===== src/rtl/top_level_pkg.sv =====
// Shared constants and types for the serial-clock peripheral slice.
// Register maps, bit positions and the serial FSM state encoding.
package top_level_pkg;

    localparam logic [2:0] T_STATUS  = 3'd0;
    localparam logic [2:0] T_CONTROL = 3'd1;
    localparam logic [2:0] T_PERIODL = 3'd2;
    localparam logic [2:0] T_PERIODH = 3'd3;

    localparam logic [2:0] U_RXDATA  = 3'd0;
    localparam logic [2:0] U_TXDATA  = 3'd1;
    localparam logic [2:0] U_STATUS  = 3'd2;
    localparam logic [2:0] U_CONTROL = 3'd3;
    localparam logic [2:0] U_DIVISOR = 3'd4;

    localparam int T_ITO   = 0;
    localparam int T_CONT  = 1;
    localparam int T_START = 2;
    localparam int T_STOP  = 3;

    localparam int U_FE    = 1;
    localparam int U_ROE   = 3;
    localparam int U_TOE   = 4;
    localparam int U_TMT   = 5;
    localparam int U_TRDY  = 6;
    localparam int U_RRDY  = 7;

    typedef enum logic [1:0] {IDLE, START, DATA, STOP} ser_state_t;

endpackage


===== src/rtl/deser_1to2.sv =====
// 1:2 serial-to-parallel deserializer.
// The first bit of each pair lands in the MSB.
module deser_1to2
    import top_level_pkg::*;
(
    input  logic       i_clk,
    input  logic       i_rst,
    input  logic       i_data,
    output logic [1:0] o_data
);

    logic       r_phase;
    logic       r_prev;
    logic [1:0] r_data;

    always_ff @(posedge i_clk) begin
        if (i_rst) begin
            r_phase <= 1'b0;
            r_prev  <= 1'b0;
            r_data  <= 2'b00;
        end else begin
            r_phase <= ~r_phase;
            r_prev  <= i_data;
            if (r_phase)
                r_data <= {r_prev, i_data};
        end
    end

    assign o_data = r_data;

endmodule


===== src/rtl/interval_timer.sv =====
// 32-bit interval timer with a 16-bit CSR slave.
// Timeout fires period+1 cycles after a (re)load.
module interval_timer
    import top_level_pkg::*;
#(
    parameter int unsigned TIMER_PERIOD = 100
) (
    input  logic        i_clk,
    input  logic        i_rst,
    input  logic [2:0]  i_addr,
    input  logic [15:0] i_wdata,
    input  logic        i_cs,
    input  logic        i_write_n,
    output logic [15:0] o_rdata,
    output logic        o_irq
);

    logic        r_to;
    logic        r_run;
    logic        r_ito;
    logic        r_cont;
    logic [31:0] r_period;
    logic [31:0] r_count;
    logic [15:0] r_rdata;

    logic        w_wr;
    logic        w_tmo;
    logic [15:0] w_rmux;

    assign w_wr  = i_cs & ~i_write_n;
    assign w_tmo = r_run & (r_count == 32'd0);

    always_comb begin
        w_rmux = 16'h0000;
        case (i_addr)
            T_STATUS:  w_rmux = {14'd0, r_run, r_to};
            T_CONTROL: w_rmux = {14'd0, r_cont, r_ito};
            T_PERIODL: w_rmux = r_period[15:0];
            T_PERIODH: w_rmux = r_period[31:16];
            default:   w_rmux = 16'h0000;
        endcase
    end

    always_ff @(posedge i_clk) begin
        if (i_rst) begin
            r_to     <= 1'b0;
            r_run    <= 1'b0;
            r_ito    <= 1'b0;
            r_cont   <= 1'b0;
            r_period <= 32'(TIMER_PERIOD);
            r_count  <= 32'(TIMER_PERIOD);
            r_rdata  <= 16'h0000;
        end else begin
            if (i_cs)
                r_rdata <= w_rmux;
            if (r_run) begin
                if (w_tmo) begin
                    r_count <= r_period;
                    r_run   <= r_cont;
                end else begin
                    r_count <= r_count - 32'd1;
                end
            end
            // A timeout beats a simultaneous status-write clear
            if (w_tmo)
                r_to <= 1'b1;
            else if (w_wr && i_addr == T_STATUS)
                r_to <= 1'b0;
            if (w_wr) begin
                case (i_addr)
                    T_CONTROL: begin
                        r_ito  <= i_wdata[T_ITO];
                        r_cont <= i_wdata[T_CONT];
                        if (i_wdata[T_STOP]) begin
                            r_run <= 1'b0;
                        end else if (i_wdata[T_START] | i_wdata[T_CONT]) begin
                            r_run   <= 1'b1;
                            r_count <= r_period;
                        end
                    end
                    T_PERIODL: begin
                        r_period[15:0] <= i_wdata;
                        r_run          <= 1'b0;
                        r_count        <= {r_period[31:16], i_wdata};
                    end
                    T_PERIODH: begin
                        r_period[31:16] <= i_wdata;
                        r_run           <= 1'b0;
                        r_count         <= {i_wdata, r_period[15:0]};
                    end
                    default: ;
                endcase
            end
        end
    end

    assign o_rdata = r_rdata;
    assign o_irq   = r_to & r_ito;

endmodule


===== src/rtl/uart_8n1.sv =====
// 8N1 UART with a fixed bit divisor and a 16-bit CSR slave.
// Single-byte holding register in front of the TX shifter.
module uart_8n1
    import top_level_pkg::*;
#(
    parameter int unsigned UART_DIV = 8
) (
    input  logic        i_clk,
    input  logic        i_rst,
    input  logic        i_rxd,
    output logic        o_txd,
    input  logic [2:0]  i_addr,
    input  logic        i_begin,
    input  logic        i_cs,
    input  logic        i_read_n,
    input  logic        i_write_n,
    input  logic [15:0] i_wdata,
    output logic [15:0] o_rdata,
    output logic        o_irq
);

    localparam logic [15:0] DIV_M1  = 16'(UART_DIV - 1);
    localparam logic [15:0] HALF_M1 = 16'(UART_DIV / 2 - 1);

    logic        r_fe, r_roe, r_toe, r_rrdy;
    logic        r_iroe, r_itmt, r_itrdy, r_irrdy;
    logic [15:0] r_rdata;

    ser_state_t  r_tx_st;
    logic [7:0]  r_thr;
    logic        r_thr_full;
    logic [7:0]  r_tx_sh;
    logic [15:0] r_tx_cnt;
    logic [2:0]  r_tx_bit;
    logic        r_txd;

    ser_state_t  r_rx_st;
    logic        r_rx_s1, r_rx_s2, r_rx_d;
    logic [15:0] r_rx_cnt;
    logic [2:0]  r_rx_bit;
    logic [7:0]  r_rx_sh;
    logic [7:0]  r_rx_data;

    logic        w_wr, w_rd, w_trdy, w_tmt, w_rx_fall;
    logic [15:0] w_rmux;

    assign w_wr      = i_cs & i_begin & ~i_write_n;
    assign w_rd      = i_cs & i_begin & ~i_read_n;
    assign w_trdy    = ~r_thr_full;
    assign w_tmt     = ~r_thr_full & (r_tx_st == IDLE);
    assign w_rx_fall = r_rx_d & ~r_rx_s2;

    always_comb begin
        w_rmux = 16'h0000;
        case (i_addr)
            U_RXDATA:  w_rmux = {8'd0, r_rx_data};
            U_STATUS:  w_rmux = {8'd0, r_rrdy, w_trdy, w_tmt, r_toe,
                                 r_roe, 1'b0, r_fe, 1'b0};
            U_CONTROL: w_rmux = {8'd0, r_irrdy, r_itrdy, r_itmt, 1'b0,
                                 r_iroe, 3'd0};
            U_DIVISOR: w_rmux = 16'(UART_DIV);
            default:   w_rmux = 16'h0000;
        endcase
    end

    always_ff @(posedge i_clk) begin
        if (i_rst) begin
            r_iroe  <= 1'b0;
            r_itmt  <= 1'b0;
            r_itrdy <= 1'b0;
            r_irrdy <= 1'b0;
            r_rdata <= 16'h0000;
        end else begin
            if (w_wr && i_addr == U_CONTROL) begin
                r_iroe  <= i_wdata[3];
                r_itmt  <= i_wdata[5];
                r_itrdy <= i_wdata[6];
                r_irrdy <= i_wdata[7];
            end
            if (i_cs & ~i_read_n)
                r_rdata <= w_rmux;
        end
    end

    always_ff @(posedge i_clk) begin
        if (i_rst) begin
            r_tx_st    <= IDLE;
            r_thr      <= 8'd0;
            r_thr_full <= 1'b0;
            r_tx_sh    <= 8'd0;
            r_tx_cnt   <= 16'd0;
            r_tx_bit   <= 3'd0;
            r_txd      <= 1'b1;
            r_toe      <= 1'b0;
        end else begin
            if (w_wr && i_addr == U_STATUS)
                r_toe <= 1'b0;
            if (w_wr && i_addr == U_TXDATA) begin
                if (r_thr_full) begin
                    r_toe <= 1'b1;
                end else begin
                    r_thr      <= i_wdata[7:0];
                    r_thr_full <= 1'b1;
                end
            end
            unique case (r_tx_st)
                IDLE: if (r_thr_full) begin
                    r_tx_sh    <= r_thr;
                    r_thr_full <= 1'b0;
                    r_txd      <= 1'b0;
                    r_tx_cnt   <= DIV_M1;
                    r_tx_st    <= START;
                end
                START: if (r_tx_cnt != 16'd0) begin
                    r_tx_cnt <= r_tx_cnt - 16'd1;
                end else begin
                    r_txd    <= r_tx_sh[0];
                    r_tx_sh  <= r_tx_sh >> 1;
                    r_tx_bit <= 3'd0;
                    r_tx_cnt <= DIV_M1;
                    r_tx_st  <= DATA;
                end
                DATA: if (r_tx_cnt != 16'd0) begin
                    r_tx_cnt <= r_tx_cnt - 16'd1;
                end else begin
                    r_tx_cnt <= DIV_M1;
                    if (r_tx_bit == 3'd7) begin
                        r_txd   <= 1'b1;
                        r_tx_st <= STOP;
                    end else begin
                        r_txd    <= r_tx_sh[0];
                        r_tx_sh  <= r_tx_sh >> 1;
                        r_tx_bit <= r_tx_bit + 3'd1;
                    end
                end
                STOP: if (r_tx_cnt != 16'd0)
                    r_tx_cnt <= r_tx_cnt - 16'd1;
                else
                    r_tx_st <= IDLE;
            endcase
        end
    end

    always_ff @(posedge i_clk) begin
        if (i_rst) begin
            r_rx_s1   <= 1'b1;
            r_rx_s2   <= 1'b1;
            r_rx_d    <= 1'b1;
            r_rx_st   <= IDLE;
            r_rx_cnt  <= 16'd0;
            r_rx_bit  <= 3'd0;
            r_rx_sh   <= 8'd0;
            r_rx_data <= 8'd0;
            r_rrdy    <= 1'b0;
            r_roe     <= 1'b0;
            r_fe      <= 1'b0;
        end else begin
            r_rx_s1 <= i_rxd;
            r_rx_s2 <= r_rx_s1;
            r_rx_d  <= r_rx_s2;
            if (w_rd && i_addr == U_RXDATA)
                r_rrdy <= 1'b0;
            if (w_wr && i_addr == U_STATUS) begin
                r_fe  <= 1'b0;
                r_roe <= 1'b0;
            end
            unique case (r_rx_st)
                IDLE: if (w_rx_fall) begin
                    r_rx_cnt <= HALF_M1;
                    r_rx_st  <= START;
                end
                // Mid start bit: a high line here was a glitch
                START: if (r_rx_cnt != 16'd0) begin
                    r_rx_cnt <= r_rx_cnt - 16'd1;
                end else if (r_rx_s2) begin
                    r_rx_st <= IDLE;
                end else begin
                    r_rx_cnt <= DIV_M1;
                    r_rx_bit <= 3'd0;
                    r_rx_st  <= DATA;
                end
                DATA: if (r_rx_cnt != 16'd0) begin
                    r_rx_cnt <= r_rx_cnt - 16'd1;
                end else begin
                    r_rx_sh  <= {r_rx_s2, r_rx_sh[7:1]};
                    r_rx_cnt <= DIV_M1;
                    r_rx_bit <= r_rx_bit + 3'd1;
                    if (r_rx_bit == 3'd7)
                        r_rx_st <= STOP;
                end
                STOP: if (r_rx_cnt != 16'd0) begin
                    r_rx_cnt <= r_rx_cnt - 16'd1;
                end else begin
                    r_rx_data <= r_rx_sh;
                    r_rrdy    <= 1'b1;
                    if (r_rrdy)
                        r_roe <= 1'b1;
                    if (!r_rx_s2)
                        r_fe <= 1'b1;
                    r_rx_st <= IDLE;
                end
            endcase
        end
    end

    assign o_txd   = r_txd;
    assign o_rdata = r_rdata;
    assign o_irq   = (r_rrdy & r_irrdy) | (w_trdy & r_itrdy)
                   | (w_tmt & r_itmt) | ((r_roe | r_toe) & r_iroe);

endmodule


===== src/rtl/top_level.sv =====
// Serial-clock peripheral top: deserializer, interval timer, UART.
// All three blocks share one clock and a synchronous reset.
module top_level
    import top_level_pkg::*;
#(
    parameter int unsigned TIMER_PERIOD = 100,
    parameter int unsigned UART_DIV     = 8
) (
    input  logic        serial_clk,
    input  logic        reset,
    input  logic        serial_data,
    output logic [1:0]  parallel_data,
    input  logic [2:0]  timer_csr_address,
    input  logic [15:0] timer_csr_writedata,
    output logic [15:0] timer_csr_readdata,
    input  logic        timer_csr_chipselect,
    input  logic        timer_csr_write_n,
    output logic        timer_irq_irq,
    input  logic        uart_rxd,
    output logic        uart_txd,
    input  logic [2:0]  uart_csr_address,
    input  logic        uart_csr_begintransfer,
    input  logic        uart_csr_chipselect,
    input  logic        uart_csr_read_n,
    input  logic        uart_csr_write_n,
    input  logic [15:0] uart_csr_writedata,
    output logic [15:0] uart_csr_readdata,
    output logic        uart_irq_irq
);

    deser_1to2 u_deser (
        .i_clk  (serial_clk),
        .i_rst  (reset),
        .i_data (serial_data),
        .o_data (parallel_data)
    );

    interval_timer #(
        .TIMER_PERIOD (TIMER_PERIOD)
    ) u_timer (
        .i_clk     (serial_clk),
        .i_rst     (reset),
        .i_addr    (timer_csr_address),
        .i_wdata   (timer_csr_writedata),
        .i_cs      (timer_csr_chipselect),
        .i_write_n (timer_csr_write_n),
        .o_rdata   (timer_csr_readdata),
        .o_irq     (timer_irq_irq)
    );

    uart_8n1 #(
        .UART_DIV (UART_DIV)
    ) u_uart (
        .i_clk     (serial_clk),
        .i_rst     (reset),
        .i_rxd     (uart_rxd),
        .o_txd     (uart_txd),
        .i_addr    (uart_csr_address),
        .i_begin   (uart_csr_begintransfer),
        .i_cs      (uart_csr_chipselect),
        .i_read_n  (uart_csr_read_n),
        .i_write_n (uart_csr_write_n),
        .i_wdata   (uart_csr_writedata),
        .o_rdata   (uart_csr_readdata),
        .o_irq     (uart_irq_irq)
    );

endmodule


===== config.mk =====
export PLATFORM = sky130hd
export DESIGN_NAME = top_level
export DESIGN_NICKNAME = d
export VERILOG_FILES = /design/src/rtl/top_level_pkg.sv /design/src/rtl/deser_1to2.sv /design/src/rtl/interval_timer.sv /design/src/rtl/uart_8n1.sv /design/src/rtl/top_level.sv
export SDC_FILE = /design/constraint.sdc
export NUM_CORES = 1
export LEC_CHECK = 0
export CAP_MARGIN = 30
export CORE_MARGIN = 5
export CORE_UTILIZATION = 53
export CTS_CLUSTER_DIAMETER = 60
export DETAILED_ROUTE_END_ITERATION = 10
export GPL_ROUTABILITY_DRIVEN = 0
export GPL_TIMING_DRIVEN = 0
export PLACE_DENSITY_LB_ADDON = 0.08
export SLEW_MARGIN = 20
export SYNTH_ARGS = -nofsm -noshare
export SYNTH_HDL_FRONTEND = slang
export SYNTH_SLANG_ARGS = --single-unit

===== constraint.sdc =====
create_clock -name serial_clk -period 2.8 [get_ports serial_clk]
set_input_delay 0.56 -clock serial_clk [delete_from_list [all_inputs] [get_ports serial_clk]]
set_output_delay 0.56 -clock serial_clk [all_outputs]
set_load 0.1 [all_outputs]

=== Word-level counts from Yosys, hierarchy flattened ===
Index checks and enable logic that the tools add are counted.

* Register bits: 191
* Input bits: 48

* Equal/unequal tests: 30
* Reduce and logical (&&, ||, !) cells: 32
* Bitwise operators: 25
* Add/sub/neg operators: 5
* Muxes and demuxes: 74

{| class="wikitable"
|+ Operators by type and width
! cell !! count
|-
| 32-bit 2-to-1 mux || 5
|-
| 16-bit 2-to-1 mux || 8
|-
| 16-bit one-hot mux with 4 select lines || 2
|-
| 32-bit one-hot mux with 3 select lines || 1
|-
| 16-bit one-hot mux with 3 select lines || 1
|-
| 32-bit zero test || 1
|-
| 8-bit 2-to-1 mux || 4
|-
| 8-bit one-hot mux with 4 select lines || 1
|-
| 16-bit nonzero test || 2
|-
| 16-bit by 1-bit subtractor with 16-bit output (second input constant) || 2
|-
| 32-bit by 1-bit subtractor with 32-bit output (second input constant) || 1
|-
| 1-bit 2-to-1 mux || 28
|-
| 8-bit one-hot mux with 3 select lines || 1
|-
| 2-bit 2-to-1 mux || 11
|-
| 3-bit 2-to-1 mux || 6
|-
| 2-bit inequality test (second input constant) || 8
|-
| 2-bit one-hot mux with 4 select lines || 2
|-
| 5-bit AND reduction || 3
|-
| 2-bit AND reduction || 7
|-
| 1-bit AND || 13
|-
| 3-bit by 2-bit == test with 1-bit output (second input constant) || 4
|-
| 2-bit by 1-bit inequality test with 1-bit output (second input constant) || 6
|-
| 3-bit one-hot mux with 2 select lines || 2
|-
| 4-bit AND reduction || 3
|-
| 17 further kinds || 44
|}

=== Depth between registers and ports, before layout ===
* Word-level depth: 8
* Gate-level depth with buffers: 9

=== Hierarchy ===
A second synthesis with hierarchy kept.

* Cell total of the unflattened synthesis: 1282
* Area, all modules: 10209.8 um2

{| class="wikitable"
|+ Modules (own cells, without submodules)
! module !! area each (um2) !! sequential area each (um2) !! instances !! cells an instance
|-
| interval_timer || 5426.5 || 1681.6 || 1 || 708
|-
| uart_8n1 || 4665.7 || 1901.8 || 1 || 564
|-
| deser_1to2 || 117.6 || 80.1 || 1 || 10
|}

=== Least setup slack after synthesis ===
OpenSTA, ideal clock, no wires.

* Kind: flip-flop to output port
* Start: register u_uart.r_tx_st[0]
* End: output uart_irq_irq
* Stages on the path, launching flop included: 6
* Arrival: 2.348 ns
* Slack: -0.108 ns
* Cell sequence: dfxtp_1 -> inv_1 -> ha_1 -> clkbuf_1 -> a21oi_1 -> o211ai_1

* Word-level cells in the longest chain between the ends: 5

{| class="wikitable"
|+ Ends and longest elaborated chain
! item !! RTL line !! text
|-
| start: declaration || uart_8n1.sv:29 || <nowiki>ser_state_t r_tx_st;</nowiki>
|-
| start signal: assignment || uart_8n1.sv:87 || <nowiki>r_tx_st <= IDLE;</nowiki>
|-
| start signal: assignment || uart_8n1.sv:112 || <nowiki>r_tx_st <= START;</nowiki>
|-
| start signal: assignment || uart_8n1.sv:121 || <nowiki>r_tx_st <= DATA;</nowiki>
|-
| 2-bit zero test || uart_8n1.sv:50 || <nowiki>assign w_tmt = ~r_thr_full & (r_tx_st == IDLE);</nowiki>
|-
| 1-bit AND || uart_8n1.sv:50 ||
|-
| 1-bit AND || uart_8n1.sv:209 || <nowiki>| (w_tmt & r_itmt) | ((r_roe | r_toe) & r_iroe);</nowiki>
|-
| 1-bit OR (2 in a row) || uart_8n1.sv:209 ||
|-
| end: declaration || top_level.sv:28 || <nowiki>output logic uart_irq_irq</nowiki>
|}

Every way passes these cells.

=== Worst setup path after layout ===
* Start: input timer_csr_writedata[1]
* End: register u_timer.r_count[28]

* Word-level cells in the longest chain between the ends: 5

{| class="wikitable"
|+ Ends and longest elaborated chain
! item !! RTL line !! text
|-
| start: declaration || top_level.sv:14 || <nowiki>input logic [15:0] timer_csr_writedata,</nowiki>
|-
| 1-bit OR || interval_timer.sv:76 || <nowiki>end else if (i_wdata[T_START] | i_wdata[T_CONT]) begin</nowiki>
|-
| 32-bit 2-to-1 mux || interval_timer.sv:76 ||
|-
| 32-bit 2-to-1 mux || interval_timer.sv:74 || <nowiki>if (i_wdata[T_STOP]) begin</nowiki>
|-
| 32-bit one-hot mux with 3 select lines || interval_timer.sv:70 || <nowiki>case (i_addr)</nowiki>
|-
| 32-bit 2-to-1 mux || interval_timer.sv:69 || <nowiki>if (w_wr) begin</nowiki>
|-
| end signal: assignment || interval_timer.sv:78 || <nowiki>r_count <= r_period;</nowiki>
|-
| end signal: assignment || interval_timer.sv:84 || <nowiki>r_count <= {r_period[31:16], i_wdata};</nowiki>
|-
| end signal: assignment || interval_timer.sv:89 || <nowiki>r_count <= {i_wdata, r_period[15:0]};</nowiki>
|-
| end: declaration || interval_timer.sv:23 || <nowiki>logic [31:0] r_count;</nowiki>
|}

Every way passes these cells.
A chain may end at the register's enable or synchronous reset.

==> results by group <==
Status
  • Status: finished, violations left
  • Failing checks: negative setup slack

Power
  • P_int: 5.36 mW
  • Comb power frac: 0.387
  • Power per cell area: 755 nW/µm²
  • Leakage Power: 4.49 nW
  • Sw power: 3.89 mW
  • Seq pwr share: 0.339
  • Sw Share: 0.420
  • VDD IR max: 0.663 mV
  • Clock network fraction of total power: 0.274

Setup path
  • Longest individual stage delay on the worst path: 0.69 ns
  • Slowest cell on crit path: clkdlybuf4s50_1
  • Cell repeated most along the worst path: a21oi_1
  • Worst Path Required: 3.12 ns
  • CP bufs+invs: 3
  • Worst R2R Path Depth: 6
  • Setup crit end kind: flip-flop
  • Critical Path Source Type: primary input
  • Reg2Reg Capture Point: u_timer.r_count[14]$_SDFF_PP0_
  • R2R Setup Slk: 0.01 ns
  • CP delay by family, top: buffers and inverters
  • R2R Path Start: u_timer.r_count[14]$_SDFF_PP0_
  • Worst EP arrival: 3.13 ns
  • Crit path max fanout: 10
  • Crit-path cells: clkdlybuf4s50_1 > o21bai_2 > clkbuf_2 > clkbuf_1 > a21oi_1 > a21oi_1 > a31oi_1
  • Critical path type: in -> reg

Cells and area
  • Layout cells sized above 1: 0.114
  • Fillers: 1755
  • Synth-to-Final Area Change: 17.6%
  • Diodes inserted: 0
  • Finished Layout Cells: 1661
  • Final Cell Area: 12200 µm²
  • Core Util, Final: 0.631
  • Fin nets: 1449
  • Multi-input logic area: 6370 µm²
  • Register area: 3660 µm²

Drt
  • Metal2 WL: 15.7 mm
  • WL met1: 14.5 mm
  • DR DRC count: 0
  • Initial DRC Count: 1246
  • Vias: 10612
  • Via/cell ratio: 6.39
  • TritonRoute pass-1 iters: 5
  • Highest metal used: met4
  • Drt wl/cell: 20.8 µm
  • Post-route ant nets: 0
  • Final wirelength: 34.6 mm
  • WL met3: 3.03 mm

Clocking
  • Skew-Pair Late Insertion Delay: 0.45 ns
  • Post-cts hold buffer count: 0
  • CTS Buf Count: 17
  • Root Buffer: clkbuf_16
  • Clock sinks: 183
  • Worst-path clk slew: 0.08 ns
  • Htree depth: 4
  • CTS tree: yes
  • Clk buf depth: 2

Floorplanning
  • Initial Utilization: 0.537
  • Die area: 22500 µm²
  • Core region area: 19400 µm²
  • # IOs: 85
  • Die width: 150 µm
  • # rows: 51
  • Die height: 150 µm

Global routing
  • GRT Resource Usage Total: 0.303
  • Vias in the first global route: 9911
  • First-pass GRT wire length: 54.1 mm
  • Total grt overflow: 0
  • Largest net degree at the start of global routing: 21
  • Initial antenna violation count: 0

Timing
  • Final WS setup: -0.0107 ns
  • # setup viols final: 1
  • RSZ-0062 raised after global routing: true
  • Worst slew margin: 0.337
  • Final hold vios: 0
  • Slew Limit Fails: 0
  • Minimum clock period: 2.81 ns
  • Fin crit share: 1.00
  • Least-Margin Pin Slew: 0.992 ns
  • Fmax: 356 MHz
  • Clock Skews: 0.0135 ns

Synthesis
  • Yosys reg bits: 183
  • Yosys warns: 0
  • Most common library cells after synthesis: dfxtp_1 (183), nor2_1 (122), nand2_1 (113), a21oi_1 (99), clkbuf_1 (86)
  • Top_reg_cell synth: dfxtp_1
  • Distinct cells, synth: 75
  • Post-synth EDFFs: 0
  • Top cells by area, synth: dfxtp_1 (35%), mux2i_1 (7.4%), mux2_2 (5.5%)
  • Top-count cell post-synth: dfxtp_1
  • Area leader, netlist: dfxtp_1
  • Area share of the largest cell type after synthesis: 0.352
  • Cells after Synth: 1284
  • Synth Area per Inst: 8.11 µm²
  • Synth Cell Area: 10400 µm²
  • Sequential area share after synthesis: 0.352
  • FFs w/ async S/R, synth: 0

Placement
  • Hpwl dp: 24.7 mm
  • Cell Area, Placed: 11400 µm²
  • Placed Instances: 1624
  • Port Buffers: 65

Run
  • Max-cap violations: 0

Hold path
  • Beginning of the worst hold path: u_uart.r_rx_s1$_SDFF_PP1_
  • Hold Path Class: reg -> reg
  • Min-Delay Endpoint: u_uart.r_rx_s2$_SDFF_PP1_
  • Hold depth: 1
## placed cells by master, fill, tap and decap left out, types with 19 or more instances in the layout
| master | netlist | layout |
|---|---|---|
| dfxtp_1 | 183 | 183 |
| nor2_1 | 122 | 122 |
| nand2_1 | 113 | 112 |
| nand4_1 | 21 | 21 |
| a21oi_1 | 99 | 99 |
| nor3_1 | 37 | 33 |
| o21ai_0 | 81 | 79 |
| nor2b_1 | 23 | 23 |
| mux2i_1 | 77 | 77 |
| clkdlybuf4s50_1 | 0 | 64 |
| mux2_2 | 51 | 51 |
| inv_1 | 24 | 23 |
| clkbuf_1 | 86 | 69 |
| or3_1 | 19 | 19 |
| a211oi_1 | 19 | 19 |
| nand3_1 | 51 | 51 |
| a31oi_1 | 22 | 22 |
## worst register-to-register path: cells and delay by family (launching register included)
family / cells / cell delay (ns)
AOI/OAI and AO/OA: 2 / 0.65
buffers and inverters: 1 / 0.20
DFF: 1 / 0.36
and+or+nand+nor: 3 / 1.49
## state kept, by name, summed over array words and instances (netlist names), 2 cells and up, named ones only
signal            flops
u_timer.r_count      32
u_timer.r_period     32
u_timer.o_rdata      16
u_uart.r_rx_cnt      16
u_uart.r_tx_cnt      16
u_uart.o_rdata        8
u_uart.r_rx_data      8
u_uart.r_rx_sh        8
u_uart.r_thr          8
u_uart.r_tx_sh        8
u_uart.r_rx_bit       3
u_uart.r_tx_bit       3
u_deser.o_data        2
u_uart.r_tx_st        2
## cell type report
cell class | count | area share
inverters | 24 | 0.00736
flip-flops and latches | 183 | 0.299
clock buffers | 17 | 0.0347
multi-input cells | 981 | 0.520
clock inverters | 15 | 0.0161
repair buffers | 75 | 0.0587
well taps | 265 | 0.0271
plain buffers | 101 | 0.0365
## worst max-delay path by stage
stage / cells past startpoint / end / start
5_1_grt: 6 / u_uart.r_tx_st[0]$_SDFFE_PP0P_ / u_uart.r_tx_cnt[6]$_SDFFE_PP0P_
3_3_place_gp: 8 / u_timer.r_period[25]$_SDFFE_PP0P_ / timer_csr_address[0]
4_1_cts: 6 / u_timer.r_count[29]$_SDFF_PP0_ / u_timer.r_count[2]$_SDFF_PP1_
2_1_floorplan: 5 / uart_irq_irq / u_uart.r_tx_st[1]$_SDFFE_PP0P_
6_report: 7 / u_timer.r_count[28]$_SDFF_PP0_ / timer_csr_writedata[1]
3_5_place_dp: 8 / u_timer.r_period[22]$_SDFFE_PP0P_ / timer_csr_address[0]
## power groups by stage
stage / Combinational [mW] / Clock (mW) / Sequential (mW)
after floorplan: 2.54 / 0 / 3.18
after global placement: 3.40 / 0 / 3.15
after detailed placement: 3.43 / 0 / 3.16
after CTS: 3.48 / 2.56 / 3.11
after global routing: 3.98 / 2.65 / 3.17
final: 3.58 / 2.54 / 3.13
## routing by layer
metal,GRT usage,vias to the layer above
li1,-,4920
met1,0.403,5003
met2,0.483,567
met3,0.0578,122
met4,0.129,0
met5,0,-
## through the flow
| step | setup WS, ns | hold WS, ns | TNS [ns] | total power [mW] |
|---|---|---|---|---|
| 6_report | -0.0107 | 0.403 | -0.0107 | 9.25 |
| 5_1_grt | -0.0198 | 0.403 | -0.0346 | 9.80 |
| 4_1_cts | 0.000976 | 0.406 | 0 | 9.14 |
| 3_5_place_dp | -1.45 | 0.394 | -59.69 | 6.59 |
| 3_3_place_gp | -1.40 | 0.392 | -65.44 | 6.56 |
| 2_1_floorplan | 0.0158 | 0.389 | 0 | 5.72 |
## kinds of logic (layout without fill, tap and decap cells)
logic type,after synthesis,after routing,synth area share
compound gates,335,335,0.207
xor+xnor,14,14,0.0118
fa+ha+maj,18,18,0.0216
buf+inv,127,232,0.0490
flops,183,183,0.352
mux,128,128,0.129
other cells,1,8,0.000360
simple gates,478,478,0.229
## timing repair
action / CTS / global route
resized for setup: 23 / 31
setup endpoints to repair: 82 / 67
setup buffers: 3 / 4
pin swaps: 2 / 2
(Power assumes the default switching activity.)
==> edit 1 (same flow settings) <==
Put a register stage on the output `timer_irq_irq`, without a reset. The value now appears one clock later. The other outputs are not delayed to match.
--- a/src/rtl/top_level.sv
+++ b/src/rtl/top_level.sv
@@ -28,6 +28,8 @@
     output logic        uart_irq_irq
 );
 
+    logic timer_irq_irq_d;
+
     deser_1to2 u_deser (
         .i_clk  (serial_clk),
         .i_rst  (reset),
@@ -45,7 +47,7 @@
         .i_cs      (timer_csr_chipselect),
         .i_write_n (timer_csr_write_n),
         .o_rdata   (timer_csr_readdata),
-        .o_irq     (timer_irq_irq)
+        .o_irq     (timer_irq_irq_d)
     );
 
     uart_8n1 #(
@@ -65,5 +67,9 @@
         .o_irq     (uart_irq_irq)
     );
 
+    always_ff @(posedge serial_clk) begin
+        timer_irq_irq <= timer_irq_irq_d;
+    end
+
 endmodule
 
Function: changed (Yosys sat finds a counterexample within 4 cycles, from zero or initial values and one cycle with reset high).
==> edit 1 against the unedited design <==
- the run still ends with negative setup slack left
- clock skew about the same
- synthesized area rose by 0.19%
- worst setup slack lost 0.0071 ns
- cell count up 0.12%
- routed wire length grew 0.12%
- sequential cell count up 1
- die area increased by 0.18%
- clock power shrank 3%
- final area down 0.26%
- power down 0.19%
==> edit 1: results <==
final_layout:
  drive_gt1_share_pct: 11.16
  nets: 1451
  antenna_cells: 0
critical_path:
  cp.arrival_ns: 3.14
  cpPeakStageDelay_ns: 0.54
  slowest_stage: "clkbuf_1"
logic_synthesis:
  ys.flop_type: "dfxtp_1"
  ys_seq_area_share_pct: 35.31
  yosys-top-cells-area: "dfxtp_1 35%, mux2i_1 7.4%, mux2_2 5.5%, a21oi_1 4.7%, nor2_1 4.4%"
  yosysWarnings: 0
  netlist_top_cells_count: "184 x dfxtp_1, 122 x nor2_1, 113 x nand2_1"
global_route:
  grtUsageTotal_pct: 30.69
  use_met3_pct: 6.592
  grt_max_degree: 20
  grt_first_pass_wirelength_um: 54180
  grtUsageMet1_pct: 40.74
  grt_pass1_vias: 9915
  use_met2_pct: 47.34
  grt_antenna_before_repair: 0
routing:
  drt_iter0_drc: 1189
  viasPerCell: 6.368
  met3WireLength_um: 3108
  firstDrtPassIters: 6
  wl_met1_um: 14460
  met2WireLength_um: 15210
  wl_per_cell_um: 20.83
timing:
  fin_ws_ns: -0.01777
  fin_setup_tns_ns: -0.04000
  finalSetupViolCount: 3
  worst_pin_slew_ns: 0.9901
  fin_skew_ns: 0.01352
status:
  status: "complete, but fails checks"
  violations: "negative setup slack"
placed_design:
  detailedPlace.worstSlack_ns: -1.405
  dp_hpwl_um: 24750
clocking:
  worst_skew_pair.late_latency_ns: 0.46
  cts_max_path_buffers: 2
  clkTransAtPathRegs_ns: 0.08
pwr:
  p_clk_share_pct: 26.7
  leakage_nw: 4.474
  vdd_drop_max_uv: 603.9
  switchingPower_mw: 3.936
  p_comb_share_pct: 39.1
  total_power_mw: 9.232
==> edit 1: cell count changes after synthesis, sizes merged <==
| cell | before | now |
|---|---|---|
| dfxtp | 183 | 184 |
==> edit 1: layout make-up <==
class,count,area (um^2)
Clock buffer,18,439.2
Buffer,101,441.7
Tap cell,265,331.6
Multi-Input combinational cell,981,6351
Fill cell,1815,7182
Sequential cell,184,3685
Timing Repair Buffer,76,724.4
Clock inverter,14,153.9
Inverter,24,90.09
==> edit 1: what timing repair did <==
item	CTS	global route
setup endpoints to repair	78	65
buffers inserted	4	3
hold buffers	0	0
gates resized for setup	24	25
pin swaps	2	0
cloned	0	0
==> edit 1: path summary, 6_finish.rpt <==
check	slack, ns	startpoint	cells past startpoint	endpoint
min reg2reg	0.40	u_uart.r_rx_s1	1	u_uart.r_rx_s2
min	0.40	u_uart.r_rx_s1	1	u_uart.r_rx_s2
max reg2reg	0.02	u_timer.r_count[12]	6	u_timer.r_count[12]
max	-0.02	timer_csr_address[0]	8	u_timer.r_count[30]
==> edit 1: critical path: cells and delay by family <==
family / cells / cell delay (ns)
buffers and inverters: 4 / 1.66
AO/OA/AOI/OAI: 4 / 0.90
==> edit 1: logic make-up after synthesis <==
kind of cell | after synthesis | share of synthesized area [%]
flops | 184 | 35.31
fa+ha+maj | 18 | 2.159
simple gates | 478 | 22.86
compound gates | 335 | 20.67
other cells | 1 | 0.03595
mux | 128 | 12.89
buf+inv | 127 | 4.894
xor+xnor | 14 | 1.176
==> edit 1: through the flow <==
stage / area, um^2 / utilization [%] / std cells
after floorplan: 10460 / - / 1292
after detailed placement: 11460 / 59.10 / 1625
after CTS: 12140 / 62.56 / 1661
after global routing: 12220 / 62.98 / 1663
after global placement: 11440 / 58.99 / 1622
final: 12220 / 62.98 / 1663
==> edit 2 (same flow settings) <==
Without the edit above. `TIMER_PERIOD` is set to 100 in 2 places; all go to 64.
--- a/src/rtl/interval_timer.sv
+++ b/src/rtl/interval_timer.sv
@@ -3,7 +3,7 @@
 module interval_timer
     import top_level_pkg::*;
 #(
-    parameter int unsigned TIMER_PERIOD = 100
+    parameter int unsigned TIMER_PERIOD = 64
 ) (
     input  logic        i_clk,
     input  logic        i_rst,
--- a/src/rtl/top_level.sv
+++ b/src/rtl/top_level.sv
@@ -3,7 +3,7 @@
 module top_level
     import top_level_pkg::*;
 #(
-    parameter int unsigned TIMER_PERIOD = 100,
+    parameter int unsigned TIMER_PERIOD = 64,
     parameter int unsigned UART_DIV     = 8
 ) (
     input  logic        serial_clk,
Behaviour: not the same (Yosys sat finds a counterexample within 4 cycles, from zero or initial values and one cycle with reset high).
==> edit 2 against the unedited design <==
- maximum frequency rose by 2.1%
- count of clock-buffer cells in the layout rose by 5
- clock power decreased by 8.3%
- sequential cell count is the same
- register-to-register slack better by 0.04 ns
- worst setup slack better by 0.057 ns
- final area is 3.3% lower
- synthesized area down 3.5%
- power shrank 9.1%
- critical endpoint is now u_timer.r_count[29]
- routed wire length is 8.7% lower
==> edit 2: results <==
timing:
  worst_pin_slew_ns: 0.9973
  fin_skew_ns: 0.01230
logic_synthesis:
  ys_types: 71
  netlist_top_cells_count: "183 x dfxtp_1, 147 x nor2_1, 120 x a21oi_1"
  synth_compound_area_share_pct: 19.97
  synthCells: 1233
  synth_fa_ha_area_share_pct: 2.242
  yosys-top-cells-area: "dfxtp_1 36%, mux2_2 6.2%, a21oi_1 6.0%, mux2i_1 6.0%, nor2_1 5.5%"
  ys_seq_area_share_pct: 36.48
  synth-xor-area-share_pct: 2.093
  muxShareOfSynthArea_pct: 12.15
final_layout:
  drive_gt1_share_pct: 13.04
  antenna_cells: 0
  final_cells: 1584
  nets: 1404
critical_path:
  slowest_stage: "or4b_4"
  r2r-start: "u_timer.r_run"
  cp_max_fo: 5
  cpPeakStageDelay_ns: 0.47
  start_kind: "register"
  critical-path-top-delay-family: "simple AND/OR/NAND/NOR gates"
clocking:
  cts.htree.levels: 4
  ctsResizeCount: 25
  cts_buffers: 17
  worst_skew_pair.late_latency_ns: 0.43
  post_cts_buffers: 7
pwr:
  swShare_pct: 38.04
  pg_clk_mw: 2.33
  vdd_drop_max_uv: 793.1
  p_comb_share_pct: 35.7
  leakage_nw: 4.496
  seqPwrFrac_pct: 36.6
routing:
  met2WireLength_um: 14080
  wl_met1_um: 13660
  met3WireLength_um: 2772
  drt_iter0_drc: 1049
  num_vias: 9769
  wl_per_cell_um: 19.94
placed_design:
  dpl.cell_count: 1540
  detailedPlace.worstSlack_ns: -1.191
  place_area_um2: 11020
  dp_hpwl_um: 22490
  port_buffers: 66
global_route:
  use_met2_pct: 43.98
  grtUsageTotal_pct: 28.43
  grt_first_pass_wirelength_um: 50000
  grt_max_degree: 17
  grt_pass1_vias: 9206
  use_met3_pct: 5.579
  grtUsageMet1_pct: 39.17
status:
  status: "complete, no violations"
edit 2: cell types whose count changed in the layout (fill, tap and decap cells not counted), moves of 12 or more:
cell | unedited run | this run
a211oi_1 | 19 | 7
nor2_1 | 122 | 146
a21oi_1 | 99 | 120
mux2i_1 | 77 | 60
nand3_1 | 51 | 24
edit 2: cell type report:
class / instances / area (um^2)
fillers: 1687 / 6857
repair buffers: 82 / 772.0
flip-flops and latches: 183 / 3664
clock buffers: 22 / 474.2
multi-input cells: 944 / 6048
plain buffers: 91 / 444.2
clock inverters: 9 / 82.58
inverters: 19 / 71.32
well taps: 234 / 292.8
edit 2: final timing paths:
kind / to / slack (ns) / cells after the start
max: u_timer.r_count[29] / 0.05 / 8
min: u_uart.r_rx_s2 / 0.41 / 1
max reg2reg: u_timer.r_count[29] / 0.05 / 8
min reg2reg: u_uart.r_rx_s2 / 0.41 / 1
